File: config.mk
export PLATFORM = sky130hd
export DESIGN_NAME = automata_grid
export DESIGN_NICKNAME = d
export VERILOG_FILES = /design/src/rtl/automata_grid.sv
export SDC_FILE = /design/constraint.sdc
export NUM_CORES = 1
export LEC_CHECK = 0
export ABC_AREA = 1
export CAP_MARGIN = 20
export CORE_ASPECT_RATIO = 1.2
export CORE_MARGIN = 2
export CORE_UTILIZATION = 37
export CTS_CLUSTER_DIAMETER = 200
export DETAILED_ROUTE_END_ITERATION = 8
export PLACE_DENSITY = 0.58
export SLEW_MARGIN = 20
export SYNTH_ARGS = -nofsm -noshare
export SYNTH_HDL_FRONTEND = slang
export SYNTH_SLANG_ARGS = --single-unit
File: constraint.sdc
create_clock -name clk -period 2.2 [get_ports clk]
set_input_delay 0.55 -clock clk [delete_from_list [all_inputs] [get_ports clk]]
set_output_delay 0.55 -clock clk [all_outputs]
set_load 0.01 [all_outputs]
File: src/rtl/automata_grid.sv
// automata_grid: ROWSxCOLS cellular automaton with programmable 4-neighbour rule and manual/auto stepping
module automata_grid #(
    parameter int ROWS     = 4,
    parameter int COLS     = 4,
    parameter int WRAP     = 1,
    parameter int PERIOD_W = 24,
    parameter int GEN_W    = 16
) (
    input  logic                 clk,
    input  logic                 rst,
    input  logic                 enable,
    input  logic [ROWS*COLS-1:0] init_pattern,
    input  logic                 load,
    input  logic [15:0]          rule,
    input  logic                 step_btn,
    input  logic                 run,
    input  logic [PERIOD_W-1:0]  period,
    output logic [ROWS*COLS-1:0] cells,
    output logic [GEN_W-1:0]     gen_count,
    output logic                 stable,
    output logic                 running
);
    localparam int N = ROWS * COLS;

    typedef enum logic [1:0] {S_OFF, S_LOAD, S_HOLD, S_STEP} state_t;

    state_t              state_q, state_d;
    logic [N-1:0]        grid_q, grid_d, nxt;
    logic [GEN_W-1:0]    gen_q, gen_d;
    logic [PERIOD_W-1:0] timer_q, timer_d, last;
    logic                stable_q, stable_d;
    logic                pending_q, pending_d;
    logic                btn_q;
    logic                btn_edge, expire;

    for (genvar r = 0; r < ROWS; r++) begin : g_row
        for (genvar c = 0; c < COLS; c++) begin : g_col
            localparam int RU = (r + ROWS - 1) % ROWS;
            localparam int RB = (r + 1) % ROWS;
            localparam int CL = (c + COLS - 1) % COLS;
            localparam int CR = (c + 1) % COLS;
            logic nu, nl, nr, nb;
            assign nu = (WRAP != 0 || r > 0)        ? grid_q[RU*COLS+c] : 1'b0;
            assign nb = (WRAP != 0 || r < ROWS - 1) ? grid_q[RB*COLS+c] : 1'b0;
            assign nl = (WRAP != 0 || c > 0)        ? grid_q[r*COLS+CL] : 1'b0;
            assign nr = (WRAP != 0 || c < COLS - 1) ? grid_q[r*COLS+CR] : 1'b0;
            assign nxt[r*COLS+c] = rule[{nu, nl, nr, nb}];
        end
    end

    assign btn_edge = step_btn & ~btn_q;
    assign last     = (period == '0) ? '0 : period - 1'b1;
    assign expire   = (state_q == S_HOLD) && run && (timer_q == last);

    // Next-state and datapath updates; enable low overrides everything and clears state
    always_comb begin
        state_d   = state_q;
        grid_d    = grid_q;
        gen_d     = gen_q;
        stable_d  = stable_q;
        pending_d = pending_q;
        timer_d   = '0;
        case (state_q)
            S_OFF: begin
                grid_d    = '0;
                gen_d     = '0;
                stable_d  = 1'b0;
                pending_d = 1'b0;
                state_d   = enable ? S_LOAD : S_OFF;
            end
            S_LOAD: begin
                grid_d    = init_pattern;
                gen_d     = '0;
                stable_d  = 1'b0;
                pending_d = pending_q | btn_edge;
                state_d   = S_HOLD;
            end
            S_HOLD: begin
                timer_d = (run && !expire) ? timer_q + 1'b1 : '0;
                state_d = load ? S_LOAD : (btn_edge || pending_q || expire) ? S_STEP : S_HOLD;
            end
            default: begin
                grid_d    = nxt;
                gen_d     = gen_q + 1'b1;
                stable_d  = (nxt == grid_q);
                pending_d = btn_edge;
                state_d   = S_HOLD;
            end
        endcase
        if (!enable) begin
            state_d   = S_OFF;
            grid_d    = '0;
            gen_d     = '0;
            stable_d  = 1'b0;
            pending_d = 1'b0;
            timer_d   = '0;
        end
    end

    // State and datapath registers
    always_ff @(posedge clk or posedge rst) begin
        if (rst) begin
            state_q   <= S_OFF;
            grid_q    <= '0;
            gen_q     <= '0;
            stable_q  <= 1'b0;
            pending_q <= 1'b0;
            timer_q   <= '0;
            btn_q     <= 1'b0;
        end else begin
            state_q   <= state_d;
            grid_q    <= grid_d;
            gen_q     <= gen_d;
            stable_q  <= stable_d;
            pending_q <= pending_d;
            timer_q   <= timer_d;
            btn_q     <= step_btn;
        end
    end

    assign cells     = (state_q == S_OFF) ? init_pattern : grid_q;
    assign gen_count = gen_q;
    assign stable    = stable_q;
    assign running   = run && (state_q == S_HOLD || state_q == S_STEP);
endmodule

* Word-level counts from Yosys, hierarchy flattened *
Index checks and enable logic that the tools add are counted.

storage, ports and cells
  register bits = 61
  input port bits = 62
  output and inout bits = 34
  word-level logic and storage cells = 95

cells by class
  $add $sub $neg = 3
  $lt $le $gt $ge = 16
  equal/unequal tests = 6
  multiplexer cells = 49
  bitwise operators = 3
  reductions and logical operators = 11

operators by type and width
  kind                     count
  $mux W24                 4
  $lt A4 B5 Y1 const B     16
  $bmux W1 S4              16
  $mux W16                 3
  $pmux W16 S3             1
  $pmux W16 S2             1
  $add A24 B1 Y24 const B  1
  $eq A24 B24 Y1           1
  $logic_not A24 Y1        1
  $sub A24 B1 Y24 const B  1
  $mux W1                  19
  $add A16 B1 Y16 const B  1
  $eq A16 B16 Y1           1
  $eq A2 B2 Y1 const B     2
  $logic_and A1 B1 Y1      4
  $mux W2                  2
  $pmux W2 S2              1
  $logic_or A1 B1 Y1       3
  $pmux W1 S3              1
  $eq A2 B1 Y1 const B     1
  $logic_not A2 Y1         1
  $ne A2 B2 Y1 const B     1
  $pmux W1 S2              1
  $reduce_or A2 Y1         1
  other kinds (4)          4

* Logic depth before layout (Yosys ltp) *
  depth after elaboration = 9
  gate-level depth with buffers = 18
  gate-level depth less buffers = 17

* Least setup slack after synthesis *
Ideal clock, no wire load.

  path kind = input port to flip-flop
  from = input period[0]
  to = register timer_q[11]
  library setup time = 0.121 ns
  arrival time = 2.271 ns
  data required time = 2.079 ns
  slack = -0.192 ns
  cell stages on the path = 17
  buffers on the path = 2
  cells stage by stage = inv_1 > ha_1 > nand2_2 > nor2_8 > nand3_4 > buf_6 > nand3_1 > nand2_1 > nor2_1 > nand2_1 > nor2_1 > nand2_1 > nor2_1 > nand2_1 > nand2_2 > buf_8 > nor2_1

on the way
  word-level cells in the longest chain between the ends = 9
  elaborated cells on any way between the ends = 10
  those cells by class = 1 x add/sub; 1 x eq/ne; 4 x mux; 4 x reduce/logical

RTL lines
  what                                                         RTL line  source
  from (decl)                                                  17        input logic [PERIOD_W-1:0] period,
  $sub A24 B1 Y24 / $logic_not A24 Y1 (equally long branches)  52        assign last = (period == '0) ? '0 : period - 1'b1;
  $mux W24 *                                                   52
  $eq A24 B24 Y1 *                                             53        assign expire = (state_q == S_HOLD) && run && (timer_q == last);
  $logic_and A1 B1 Y1 *                                        53
  $logic_not A1 Y1 *                                           79        timer_d = (run && !expire) ? timer_q + 1'b1 : '0;
  $logic_and A1 B1 Y1 *                                        79
  $mux W24 *                                                   79
  $mux W24 *                                                   63        case (state_q)
  $mux W24 *                                                   90        if (!enable) begin
  net timer_d[11]                                              30        logic [PERIOD_W-1:0] timer_q, timer_d, last;
  to (signal assigned)                                         116       timer_q <= timer_d;
  to (decl)                                                    30

Mark *: on every way through the listed nets, which the timed path passes. The rest lies on a longest branch.
A chain may end at the register's enable or synchronous reset.

* Worst setup path in the final report *
  from = input period[17]
  to = register timer_q[17]

The elaborated chain is that of the path after synthesis.

==> impl_summary.md <==
Outcome
The final reports fail on negative setup slack. The flow ran to the end, but the final reports show violations.

Critical path
The launching point of the worst reg2reg path is timer_q[0]. The delay of the slowest critical-path stage is 0.19 ns. The kind of cell adding the most delay to the critical path is simple AND/OR/NAND/NOR gates. STA classifies the critical path startpoint as an input pin. Together, buffers and inverters on the worst path number 6. For the worst setup path, the data required time is 2.41 ns. The critical path arrival is 2.58 ns. For this design, the slowest cell found on the critical path is sky130_fd_sc_hd__buf_16.

The nature of the critical path endpoint is a flop. The most critical setup path has its startpoint at period[17]. Along the worst path, the maximum fanout reaches 6. By startpoint and endpoint, the worst setup path is classified as input pin to flop. The critical path goes through buf_2 -> nor2_4 -> nand2_2 -> nor2_1 -> buf_4 -> nand3_4 -> buf_16 -> buf_12 -> nand4_1 -> nand2_1 -> nor2_2 -> nand2_1 -> nor2_1 -> nand2_2 -> nand2_4 -> buf_6 -> buf_6 -> nor2_4.

Yosys
The most instantiated flip-flop cell in the synthesis netlist is sky130_fd_sc_hd__dfrtp_1. During synthesis, Yosys emitted a total of 0 warnings. The synthesized design contains 61 register bits. Of the synthesized area, sequential elements account for 0.2283. Yosys mapped a number of flops with a built-in enable equal to 0. The number of nets handed over by synthesis was 1183.

sky130_fd_sc_hd__nand2_1 is the most common cell in the netlist. The synthesized area divided by synthesized cell count is 5.981 sq um. Ranked by instance count, the synthesized netlist is headed by 298 x sky130_fd_sc_hd__nand2_1, 163 x sky130_fd_sc_hd__nand3_1, 127 x sky130_fd_sc_hd__o211ai_1. In the synthesized netlist the async set-or-reset flop fraction comes to 1.000. The number of different library cells in the post-synthesis netlist is 38. The cell taking the most area after synthesis is sky130_fd_sc_hd__dfrtp_1. Of the post-synthesis cell area, the dominant cell type holds 0.2283. After technology mapping, the gate count stands at 1118.

Summing every instance area after synthesis gives 0.006686 sq mm. In the post-synthesis netlist, the biggest area contributors are sky130_fd_sc_hd__dfrtp_1 23%, sky130_fd_sc_hd__nand2_1 17%, sky130_fd_sc_hd__o211ai_1 14%.

Timing
Subtracting the final worst setup slack from the clock period gives 2.362 ns. For the pin with the worst max-slew slack, the measured transition is 0.4559 ns. The achievable clock frequency is 0.4234 GHz.

The number of pins exceeding their max-slew limit in the final report is 0. Measured against its own limit, the worst slew margin works out to 0.6957. Setup violations remaining at the end of the flow were counted as 25.

Across the routed clock network, the largest skew measured is 0.009002 ns. Setup repair after global routing could not meet its margin everywhere. The post-route fraction of the period consumed by the critical path is 1.074. The count of endpoints failing hold in the final timing report is 0. The setup TNS after final layout is -2.609 ns. After layout, the worst setup slack is -0.1618 ns.

Clock network
The cell chosen for the clock root is sky130_fd_sc_hd__clkbuf_16. The buffer depth of the longest clock path is 2. After clock tree synthesis, the clock-pin slew on the worst setup and hold paths is 0.06 ns.

TritonCTS built the clock tree. The clock buffer count from CTS is 9. The count of clock tree sinks is 61. Clock latency on the worst-skew pair, taken at its later pin, is 0.34 ns.

The clock tree synthesis step divided the H-tree into 3 levels.

Die
The total area inside the core boundary comes to 0.01764 sq mm. The floorplan has 53 rows. The full die area is 0.01917 sq mm. The floorplan die height is 151.3 um. 96 I/O pins were placed. The overall die width is 126.7 um. The starting utilization of the core area is 0.3791.

Route
The routed wire length is 25230 um. For this run, design rule violations remaining after detail routing come to 0. In the detailed route, the total length drawn on met3 is 1433 um. The routed wire length on met2 is 12380 um. The post-detailed-route via-to-cell ratio is 5.505. For this block, the via count after detailed routing is 8544.

For this run, the detailed router's first-pass iteration total came to 6. The detailed-route wire length per cell is 16.26 um. For this block, wires on met1 add up to 10370 um. In this run the remaining antenna-violating nets after routing total 0. For this block, the initial DRC count from the detailed router was 667. The detailed router used layers up to and including met4.

Power and ir drop
The leakage component of the power is 4.262 nW. The design internal power is 2.740 mW. Across the VDD grid, the largest voltage drop is 0.3611 mV. The sequential share of power is 0.274. Power spread over the standard cell area amounts to 442.0 mW/mm^2. Of the total power, the clock network draws 0.332.

Of the total power, the share spent switching nets is 0.3584. The share of total power in combinational logic is 0.395. The total power draw is 4.270 mW.

The reported net switching power is 1.530 mW.

Cells and area
The proportion of layout cells with a drive suffix above 1 is 0.2387. In the final design database the tool counted 1392 nets. After the flow finishes, the layout carries non-filler instances totaling 1552. The repair_antennas step left the layout with diodes totalling 0.

The core occupancy in the finished layout is 0.5477. The area growth from synthesis to final layout is 44.48%.

Min path
The class of the tightest hold or removal check is flop to flop. The worst hold path begins at stable.

Placed design
Buffers placed on the I/O ports in this run total 95. The post-detailed-placement half-perimeter wirelength is 18210 um. The placer congestion estimate is 0.8959. The number of placed instances with taps included is 1506.

Global routing
Entering global routing, the biggest net connects 62 pins. The global-route congestion overflow total is 0. The via count of the first global-routing pass came to 8122. The global-route wire length before repair is 40680 um.

The all-layer global routing usage is 0.2635. The number of antenna violations at the first check in global routing is 0.

Run
Max-cap violations in this run came to 0.
## metal layers
layer / vias to the layer above / GRT usage
li1: 4250 / -
met1: 3875 / 0.3178
met2: 348 / 0.4692
met3: 71 / 0.03073
met4: 0 / 0.1247
met5: - / 0
## area by class of cell
type / count / area, sq um
clock buffer: 9 / 225.2
clock inverter: 7 / 73.82
fill: 1779 / 7979
inverter: 118 / 452.9
multi-input combinational: 870 / 4738
sequential: 61 / 1526
tap: 220 / 275.3
timing repair buffer: 267 / 2369
## stage by stage
step | setup slack, ns | hold slack [ns] | instance area, sq um
floorplan | -0.02644 | 0.4839 | 6708
global route | -0.2183 | 0.5360 | 9661
detailed placement | -0.8140 | 0.4725 | 8833
CTS | -0.1169 | 0.4889 | 9497
global placement | -0.7820 | 0.4660 | 8833
finish | -0.1618 | 0.4887 | 9661
## flip-flops by register name, indices dropped and copies added (netlist names)
signal and cells:
timer_q 24, gen_count 16, grid_q 16, state_q 2
btn_q 1, pending_q 1, stable 1
## layout by cell type, fill, tap and decap left out, types with 17 or more instances in the layout
cell type                         count
sky130_fd_sc_hd__nor2_1              55
sky130_fd_sc_hd__inv_1              106
sky130_fd_sc_hd__nand2_2             23
sky130_fd_sc_hd__buf_4              144
sky130_fd_sc_hd__nand4_1             25
sky130_fd_sc_hd__nand2_1            275
sky130_fd_sc_hd__buf_6               17
sky130_fd_sc_hd__dfrtp_1             61
sky130_fd_sc_hd__clkdlybuf4s50_1     54
sky130_fd_sc_hd__o21ai_0             62
sky130_fd_sc_hd__nor2_4              20
sky130_fd_sc_hd__nor2_2              36
sky130_fd_sc_hd__buf_2               17
sky130_fd_sc_hd__nand3_1            161
sky130_fd_sc_hd__o211ai_1           127
## cells by family after synthesis
kind of cell | Yosys count | synth area share
AOI/OAI and AO/OA | 232 | 0.2309
adders and majority gates | 3 | 0.005614
xor gates and xnor gates | 12 | 0.01572
DFF | 61 | 0.2283
buffers and inverters | 187 | 0.1106
and+or+nand+nor | 623 | 0.4089
## worst paths after layout
check / end / slack (ns) / cells past startpoint
max: timer_q[17] / -0.16 / 18
min: stable / 0.49 / 2
max reg2reg: timer_q[18] / 0.11 / 11
min reg2reg: stable / 0.49 / 2
max in group asynchronous: timer_q[14] / 1.32 / 3
min in group asynchronous: timer_q[19] / 0.58 / 3
## worst register-to-register path, delay by kind of cell, from the launching register on
kind	cells	cell delay, ns
fa+ha+maj	1	0.22
simple gates	9	1.19
compound gates	1	0.23
flops	1	0.39
## power groups by stage
stage,Clock [mW],Combinational (mW),Sequential (mW)
after floorplan,0,0.856,1.19
after global placement,0,1.59,1.19
after detailed placement,0,1.60,1.19
after CTS,1.45,1.63,1.17
after global routing,1.51,1.84,1.17
final,1.42,1.68,1.17
## what timing repair did
item,CTS,global route
endpoints found under the setup margin,42,34
endpoints found under the hold margin,0,0
gates cloned,6,0
buffers inserted,20,8
resized for setup,166,77
pin swaps,44,41
hold buffers,0,0
(Power assumes the default switching activity.)
